$ cat config.mk
export PLATFORM = sky130hd
export DESIGN_NAME = dual_port_queue
export DESIGN_NICKNAME = d
export VERILOG_FILES = /design/src/rtl/dual_port_queue.sv
export SDC_FILE = /design/constraint.sdc
export NUM_CORES = 1
export LEC_CHECK = 0
export BUFFER_PORTS_ARGS = -buffer_cell sky130_fd_sc_hd__buf_2
export CAP_MARGIN = 20
export CORE_ASPECT_RATIO = 0.75
export CORE_UTILIZATION = 40
export DETAILED_ROUTE_END_ITERATION = 16
export SYNTH_ARGS = -nofsm -noshare
export SYNTH_HDL_FRONTEND = slang
export SYNTH_SLANG_ARGS = --single-unit
$ cat constraint.sdc
create_clock -name clk -period 7.4 [get_ports clk]
set_input_delay 2.22 -clock clk [delete_from_list [all_inputs] [get_ports clk]]
set_output_delay 2.22 -clock clk [all_outputs]
set_load 0.03 [all_outputs]
$ cat src/rtl/dual_port_queue.sv
// Two-wide circular queue: up to two pushes and two pops per cycle. It also
// supports tail rollback, a random-access probe port and an almost-full flag.
module dual_port_queue #(
  parameter int DATA_WIDTH = 32,
  parameter int ADDR_WIDTH = 3,
  parameter int AF_MARGIN  = 2
) (
  input  logic                  clk,
  input  logic                  reset,
  input  logic                  flush_IN,
  input  logic [1:0]            pushCnt_IN,
  input  logic [DATA_WIDTH-1:0] data0_IN,
  input  logic [DATA_WIDTH-1:0] data1_IN,
  input  logic [1:0]            popCnt_IN,
  output logic [DATA_WIDTH-1:0] data0_OUT,
  output logic [DATA_WIDTH-1:0] data1_OUT,
  output logic                  valid0_OUT,
  output logic                  valid1_OUT,
  output logic                  pushAccept_OUT,
  output logic                  popAccept_OUT,
  output logic [ADDR_WIDTH:0]   count_OUT,
  output logic                  emptyFlag_OUT,
  output logic                  fullFlag_OUT,
  output logic                  almostFull_OUT,
  output logic [ADDR_WIDTH-1:0] curHead_OUT,
  output logic [ADDR_WIDTH-1:0] curTail_OUT,
  input  logic                  rollback_IN,
  input  logic [ADDR_WIDTH-1:0] rollbackTail_IN,
  output logic                  rollbackErr_OUT,
  input  logic [ADDR_WIDTH-1:0] probeIdx_IN,
  output logic [DATA_WIDTH-1:0] probeData_OUT,
  input  logic                  probeWe_IN,
  input  logic [DATA_WIDTH-1:0] probeData_IN
);
  localparam int DEPTH = 1 << ADDR_WIDTH;
  localparam logic [ADDR_WIDTH:0] DEPTH_C = (ADDR_WIDTH+1)'(DEPTH);
  localparam logic [31:0] AF_C = AF_MARGIN;

  logic [DATA_WIDTH-1:0] buffer [DEPTH];
  logic [ADDR_WIDTH-1:0] head, tail, headPlus1, tailPlus1, rbDist;
  logic [ADDR_WIDTH:0]   count, freeSlots;
  logic [1:0]            pushReq, popReq, pushAmt, popAmt;
  logic                  rollbackErr, rbValid;

  // Handshake: pushAccept_OUT/popAccept_OUT act as ready for the request held on
  // pushCnt_IN/popCnt_IN (1 or 2 = valid). The transfer happens at the clock edge
  // of a cycle where both are high, and it moves either the whole count or nothing.
  assign pushReq   = (pushCnt_IN == 2'd3) ? 2'd0 : pushCnt_IN;
  assign popReq    = (popCnt_IN == 2'd3) ? 2'd0 : popCnt_IN;
  assign freeSlots = DEPTH_C - count;
  assign headPlus1 = head + 1'b1;
  assign tailPlus1 = tail + 1'b1;

  assign pushAccept_OUT = (pushReq != 2'd0) && !flush_IN && !rollback_IN &&
                          (freeSlots >= {{(ADDR_WIDTH-1){1'b0}}, pushReq});
  assign popAccept_OUT  = (popReq != 2'd0) && !flush_IN && !rollback_IN &&
                          (count >= {{(ADDR_WIDTH-1){1'b0}}, popReq});
  assign pushAmt = pushAccept_OUT ? pushReq : 2'd0;
  assign popAmt  = popAccept_OUT ? popReq : 2'd0;

  // A full queue rolled back to head gives distance 0, which empties it as intended.
  assign rbDist  = rollbackTail_IN - head;
  assign rbValid = ({1'b0, rbDist} <= count);

  always_ff @(posedge clk) begin
    if (!reset) begin
      head        <= '0;
      tail        <= '0;
      count       <= '0;
      rollbackErr <= 1'b0;
      for (int i = 0; i < DEPTH; i++) buffer[i] <= '0;
    end else begin
      rollbackErr <= 1'b0;
      if (flush_IN) begin
        head  <= '0;
        tail  <= '0;
        count <= '0;
      end else if (rollback_IN) begin
        if (rbValid) begin
          tail  <= rollbackTail_IN;
          count <= {1'b0, rbDist};
        end else begin
          rollbackErr <= 1'b1;
        end
      end else begin
        if (pushAccept_OUT) begin
          buffer[tail] <= data0_IN;
          if (pushReq == 2'd2) buffer[tailPlus1] <= data1_IN;
        end
        tail  <= tail + ADDR_WIDTH'(pushAmt);
        head  <= head + ADDR_WIDTH'(popAmt);
        count <= count + (ADDR_WIDTH+1)'(pushAmt) - (ADDR_WIDTH+1)'(popAmt);
      end
      // Placed last so a probe write overrides a push to the same slot.
      if (probeWe_IN) buffer[probeIdx_IN] <= probeData_IN;
    end
  end

  assign data0_OUT       = buffer[head];
  assign data1_OUT       = buffer[headPlus1];
  assign probeData_OUT   = buffer[probeIdx_IN];
  assign valid0_OUT      = (count != '0);
  assign valid1_OUT      = (count >= (ADDR_WIDTH+1)'(2));
  assign count_OUT       = count;
  assign emptyFlag_OUT   = (count == '0);
  assign fullFlag_OUT    = (count == DEPTH_C);
  assign almostFull_OUT  = (32'(freeSlots) <= AF_C);
  assign curHead_OUT     = head;
  assign curTail_OUT     = tail;
  assign rollbackErr_OUT = rollbackErr;
endmodule

**Yosys cells after proc, flatten, opt, wreduce, memory -nomap -nowiden**

Memory sizes are Yosys's and may differ from the RTL's. A register that Yosys moved wholly into a read port is not among the register bits.
Cells that the tools add are included.

- Memories kept: 1
- Bits in writable memories: 256
- Word-level logic and storage cells: 77
- Bits in registers: 11
- Output and inout bits: 114
- Input bits: 111

- Magnitude comparators: 5
- Bitwise logic cells: 2
- Reduce and logical (&&, ||, !) cells: 17
- Eq/ne operators: 5
- Mux-type cells: 35
- Add/subtract/negate cells: 8

Memory list:

| memory | words | bits a word | read ports | clocked after Yosys merged registers in | wr ports | RTL line | RTL |
|---|---|---|---|---|---|---|---|
| buffer | 8 | 32 | 3 | 1 | 8 | 39 | `logic [DATA_WIDTH-1:0] buffer [DEPTH];` |

Operators with widths:

| kind | count |
|---|---|
| two-way mux 32 bit | 3 |
| OR reduction 32 bit | 3 |
| two-way mux 3 bit | 7 |
| two-way mux 1 bit | 19 |
| greater-or-equal comparator 4 x 2 -> 1 bit | 2 |
| two-way mux 2 bit | 4 |
| two-way mux 4 bit | 2 |
| adder 3 x 1 -> 3 bit, second input constant | 2 |
| adder 3 x 2 -> 3 bit | 2 |
| == test 2 bit, second input constant | 3 |
| logical AND 1 bit | 6 |
| adder 4 x 2 -> 4 bit | 1 |
| == test 4 bit, second input constant | 1 |
| greater-or-equal comparator 4 x 2 -> 1 bit, second input constant | 1 |
| less-or-equal comparator 3 x 4 -> 1 bit | 1 |
| less-or-equal comparator 4 x 2 -> 1 bit, second input constant | 1 |
| logical NOT 4 bit | 1 |
| nonzero test 2 bit | 2 |
| nonzero test 4 bit | 1 |
| subtractor 4 x 2 -> 4 bit | 1 |
| subtractor 4 bit, first input constant | 1 |
| OR reduction 3 bit | 1 |
| subtractor 3 bit | 1 |
| logical NOT 1 bit | 2 |
| other kinds (3) | 4 |

**Logic depth before layout (Yosys ltp)**

- Depth in word-level cells: 13
- Gate-level depth with buffers: 17
- Gate-level depth less buffers: 17

**Worst setup path before layout**

No wires, ideal clock.

- Path type: input -> output
- Start point: input port popCnt_IN[0]
- End point: output port popAccept_OUT
- Arrival time: 4480 ps
- Buffers on the path: 0
- Stages on the path: 6
- Slack: 700 ps
- Required time: 5180 ps
- Path through: inv_1 -> ha_1 -> inv_1 -> ha_1 -> o21ai_0 -> a2111oi_0

- Cells in the longest elaborated chain, start to end: 6
- Elaborated cells on any way between the ends: 7
- Classes of those cells: 1 x order compare; 1 x eq/ne; 1 x mux; 4 x reduce/logical

Ends and longest elaborated chain:

| element | RTL line | RTL |
|---|---|---|
| start: declaration | 14 | `input logic [1:0] popCnt_IN,` |
| == test 2 bit | 49 | `assign popReq = (popCnt_IN == 2'd3) ? 2'd0 : popCnt_IN;` |
| two-way mux 2 bit (*) | 49 |  |
| branches (longest 3 deep; another with greater-or-equal comparator 4 x 2 -> 1 bit) | -- |  |
| logical AND 1 bit (*) | 56 | `assign popAccept_OUT = (popReq != 2'd0) && !flush_IN && !rollback_IN &&` |
| end: declaration | 20 | `output logic popAccept_OUT,` |

Every way passes the cells marked *.

**Worst setup path after layout**

- Start point: input port probeIdx_IN[0]
- End point: output port probeData_OUT[1]

- Cells in the longest elaborated chain, start to end: 1

Ends and longest elaborated chain:

| element | RTL line | RTL |
|---|---|---|
| start: declaration | 30 | `input logic [ADDR_WIDTH-1:0] probeIdx_IN,` |
| memory read (8 x 32 bit) | -- |  |
| end: declaration | 31 | `output logic [DATA_WIDTH-1:0] probeData_OUT,` |

No other way between the ends.

==> impl_metrics.tcl <==
set metrics [dict create \
    ctsRootBufferMaster "clkbuf_16" \
    finalCritPeriodShare_pct 85.48 \
    ys.flop_type "edfxtp_1" \
    tightestPinTransition_ns 1.242 \
    avgSynthCellArea_um2 13.45 \
    synthArstFlopShare_pct 0 \
    layout-drive-gt1-share_pct 39.47 \
    maxCapViolCount 0 \
    route.detailed.drc 0 \
    crit_family "buffers and inverters" \
    hold_buffers 0 \
    track_usage_pct 29.13 \
    synthSimpleGateAreaFrac_pct 13.55 \
    finalSetupTns_ns 0 \
    peakVddDrop_v 0.0001735 \
    ant_nets 0 \
    fin_skew_ns 0.01171 \
    rows 71 \
    syn_area_um2 20400 \
    worstSetupPathType "input port to primary output" \
    synth-edff-count 256 \
    r2r_cells 8 \
    globalRouteOverflowTotal 0 \
    hold_class "flop to flop" \
    clockBufferDepth 3 \
    synth.area.mux_share_pct 26.75 \
    wirelength_um 76560 \
    yosysSeqAreaShare_pct 39.07 \
    cp.required_ns 5.18 \
    min_period_ns 6.325 \
    postCtsSetupRepairBufs 0 \
    ys_ff_latch 270 \
    dieArea_um2 51910 \
    critical_path.most_common_cell "buf_2" \
    slew_headroom_pct 16.79 \
    wire_per_inst_um 32.55 \
    drtPass1Iterations 5 \
    synth_compound_area_share_pct 13.72 \
    core_area_um2 50280 \
    path_cells "buf_2 -> buf_4 -> mux4_2 -> mux2_2 -> buf_2" \
    slew_viol_final 0 \
    cts_tree "yes" \
    synth_top_family_by_area "multiplexers" \
    endpoint_kind "primary output" \
    crit_buf_inv 3 \
    worstReg2RegStart "count_OUT[0]" \
    r2r-end "buffer[2][4]" \
    p_leak_uw 0.008696 \
    nets 1805 \
    powerDensity_nw_per_um2 178.2 \
    area_growth_pct 14.24 \
    worstSetupStartpoint "probeIdx_IN[0]" \
    cts_sinks 270 \
    numCtsBuffers 31 \
    htreeDepth 1 \
    worstSetupEndpoint "probeData_OUT[1]" \
    cp.arrival_ns 4.11 \
    grt_max_degree 47 \
    final_hold_viol_count 0 \
    max_freq_mhz 158.1 \
    port_buffers 224 \
    path_depth 5 \
    io_pins 225 \
    rsz0062_at_grt "no" \
    synth_fa_ha_area_share_pct 2.086 \
    rrSetupSlack_ns 3.56 \
    synth_cell_type_count 51 \
    place_congestion 0.8438 \
    slowest_delay_ns 0.51 \
    startpoint_type "input port" \
    cts.repair.resized 0 \
    status "finished, final reports clean" \
    crit_slowest_cell "buf_2" \
    clkTransAtPathRegs_ns 0.06 \
    finish.utilization_pct 46.34 \
    synth_nets 1658 \
    die_x_um 262.7 \
    clk_latency_ns 0.58 \
    num_vias 16037 \
    dpl.hpwl_um 49690 \
    synth_warnings 0 \
    grt_pass1_wl_um 110100 \
    die_y_um 197.6 \
    drtIter0Drc 2182 \
    setup_viol 0 \
    critPathMaxFanout 22 \
    synth_xor_area_share_pct 0.4233 \
    first_global_vias 15716 \
    postSynthCellCount 1516 \
    grt_antenna_before_repair 11 \
    initial_utilization_pct 40.56 \
    vias_per_cell 6.818 \
]
## power breakdown
part	total (uW)	switching (uW)	leakage, uW	internal [uW]
registers	1830	70.5	0.00278	1760
logic	733	449	0.00543	284
clock network	1590	655	0.000488	937
## registers in the layout (all words and copies together), names as in the netlist, named ones only
name and count:
buffer 256, rollbackErr_OUT 1, curHead_OUT 3, curTail_OUT 3, count_OUT 4
## synthesized netlist by cell type (all sizes together), types with 2 or more instances
cell type | number | area share [%]
inv | 27 | 0.50
a31o | 2 | 0.086
a221o | 256 | 13
buf | 104 | 2.6
nand4 | 5 | 0.15
a211o | 2 | 0.086
ha | 26 | 1.6
fa | 5 | 0.49
nand2 | 9 | 0.17
nor4 | 14 | 1.4
a21o | 3 | 0.11
and3 | 32 | 0.98
xor2 | 4 | 0.21
edfxtp | 256 | 38
a211oi | 4 | 0.15
nand4b | 4 | 0.17
mux2 | 96 | 5.3
nand3 | 7 | 0.17
and2 | 293 | 9.0
a21oi | 9 | 0.22
or3 | 6 | 0.21
clkbuf | 73 | 1.3
xnor2 | 5 | 0.21
nor2 | 25 | 0.52
o21ai | 7 | 0.17
nor3 | 8 | 0.27
mux4 | 192 | 21
nor2b | 7 | 0.21
nand2b | 7 | 0.21
dfxtp | 14 | 1.4
mux2i | 5 | 0.25
## logic make-up after synthesis
family,Yosys count
and+or+nand+nor,419
muxes,293
AOI/OAI and AO/OA,290
DFF,270
buffers and inverters,204
adders and majority gates,31
xor gates and xnor gates,9
## layout make-up
class                   count  area [um^2]
inverters                  27        101.3
well taps                 657        822.0
repair buffers            291         1748
clock buffers              35        790.8
flip-flops and latches    270         7978
fillers                  4478        26980
diodes                     10        25.02
multi-input cells        1042        11600
clock inverters            20        237.7
## worst min-delay path, cell delays in order, from the launching register on
cell and delay (ns):
dfxtp_1 0.37, mux2i_1 0.15, nor2_1 0.06
## per-layer routing
| layer | wire (um) | vias up | share of wire [%] | GRT usage, % |
|---|---|---|---|---|
| li1 | - | 6587 | - | - |
| met1 | 30760 | 8113 | 40 | 40.20 |
| met2 | 34400 | 1112 | 45 | 44.74 |
| met3 | 8327 | 219 | 11 | 6.432 |
| met4 | 3022 | 6 | 3.9 | 11.37 |
| met5 | 44 | - | 0.057 | 0 |
## layout by cell type, fill, tap and decap left out, types with 5 or more instances in the layout
master	Yosys	final
dfxtp_1	14	10
buf_4	6	57
diode_2	0	10
clkinvlp_4	0	5
mux2_2	96	96
nor4_4	13	14
buf_2	46	223
edfxtp_1	256	256
nor2_2	2	7
a21oi_1	9	9
nand2_1	9	9
nand3_1	7	7
nand4_1	5	5
and2_1	293	293
clkbuf_16	0	31
a221o_1	256	256
nor2_1	22	17
ha_1	26	25
fa_1	5	5
and3_1	32	32
xnor2_1	5	5
mux4_2	192	192
buf_12	0	6
mux2i_1	5	5
nand2b_1	7	7
bufinv_16	0	5
clkinv_1	0	5
nor2b_1	7	6
or3_1	5	5
inv_1	27	27
## through the flow
stage | area [um^2] | total power, uW | hold slack, ns | std cells | setup slack [ns]
floorplan | 20400 | 2307 | 0.6803 | 1516 | 0.7001
global placement | 22160 | 2563 | 0.6085 | 2282 | 1.123
detailed placement | 22240 | 2580 | 0.6165 | 2286 | 1.061
CTS | 23260 | 4147 | 0.6286 | 2341 | 1.088
global route | 23290 | 4254 | 0.6703 | 2347 | 1.008
finish | 23300 | 4152 | 0.6273 | 2352 | 1.075
## worst min path at each step
stage | slack, ns | depth (start not counted) | start | to
after floorplan | 0.68 | 2 | count_OUT[0] | count_OUT[0]
after global placement | 0.61 | 2 | count_OUT[0] | count_OUT[0]
after detailed placement | 0.62 | 2 | count_OUT[1] | count_OUT[1]
after CTS | 0.63 | 2 | count_OUT[0] | count_OUT[0]
after global routing | 0.67 | 2 | count_OUT[0] | count_OUT[0]
final | 0.63 | 2 | curHead_OUT[1] | flop
Power figures use the tool's default switching activity.
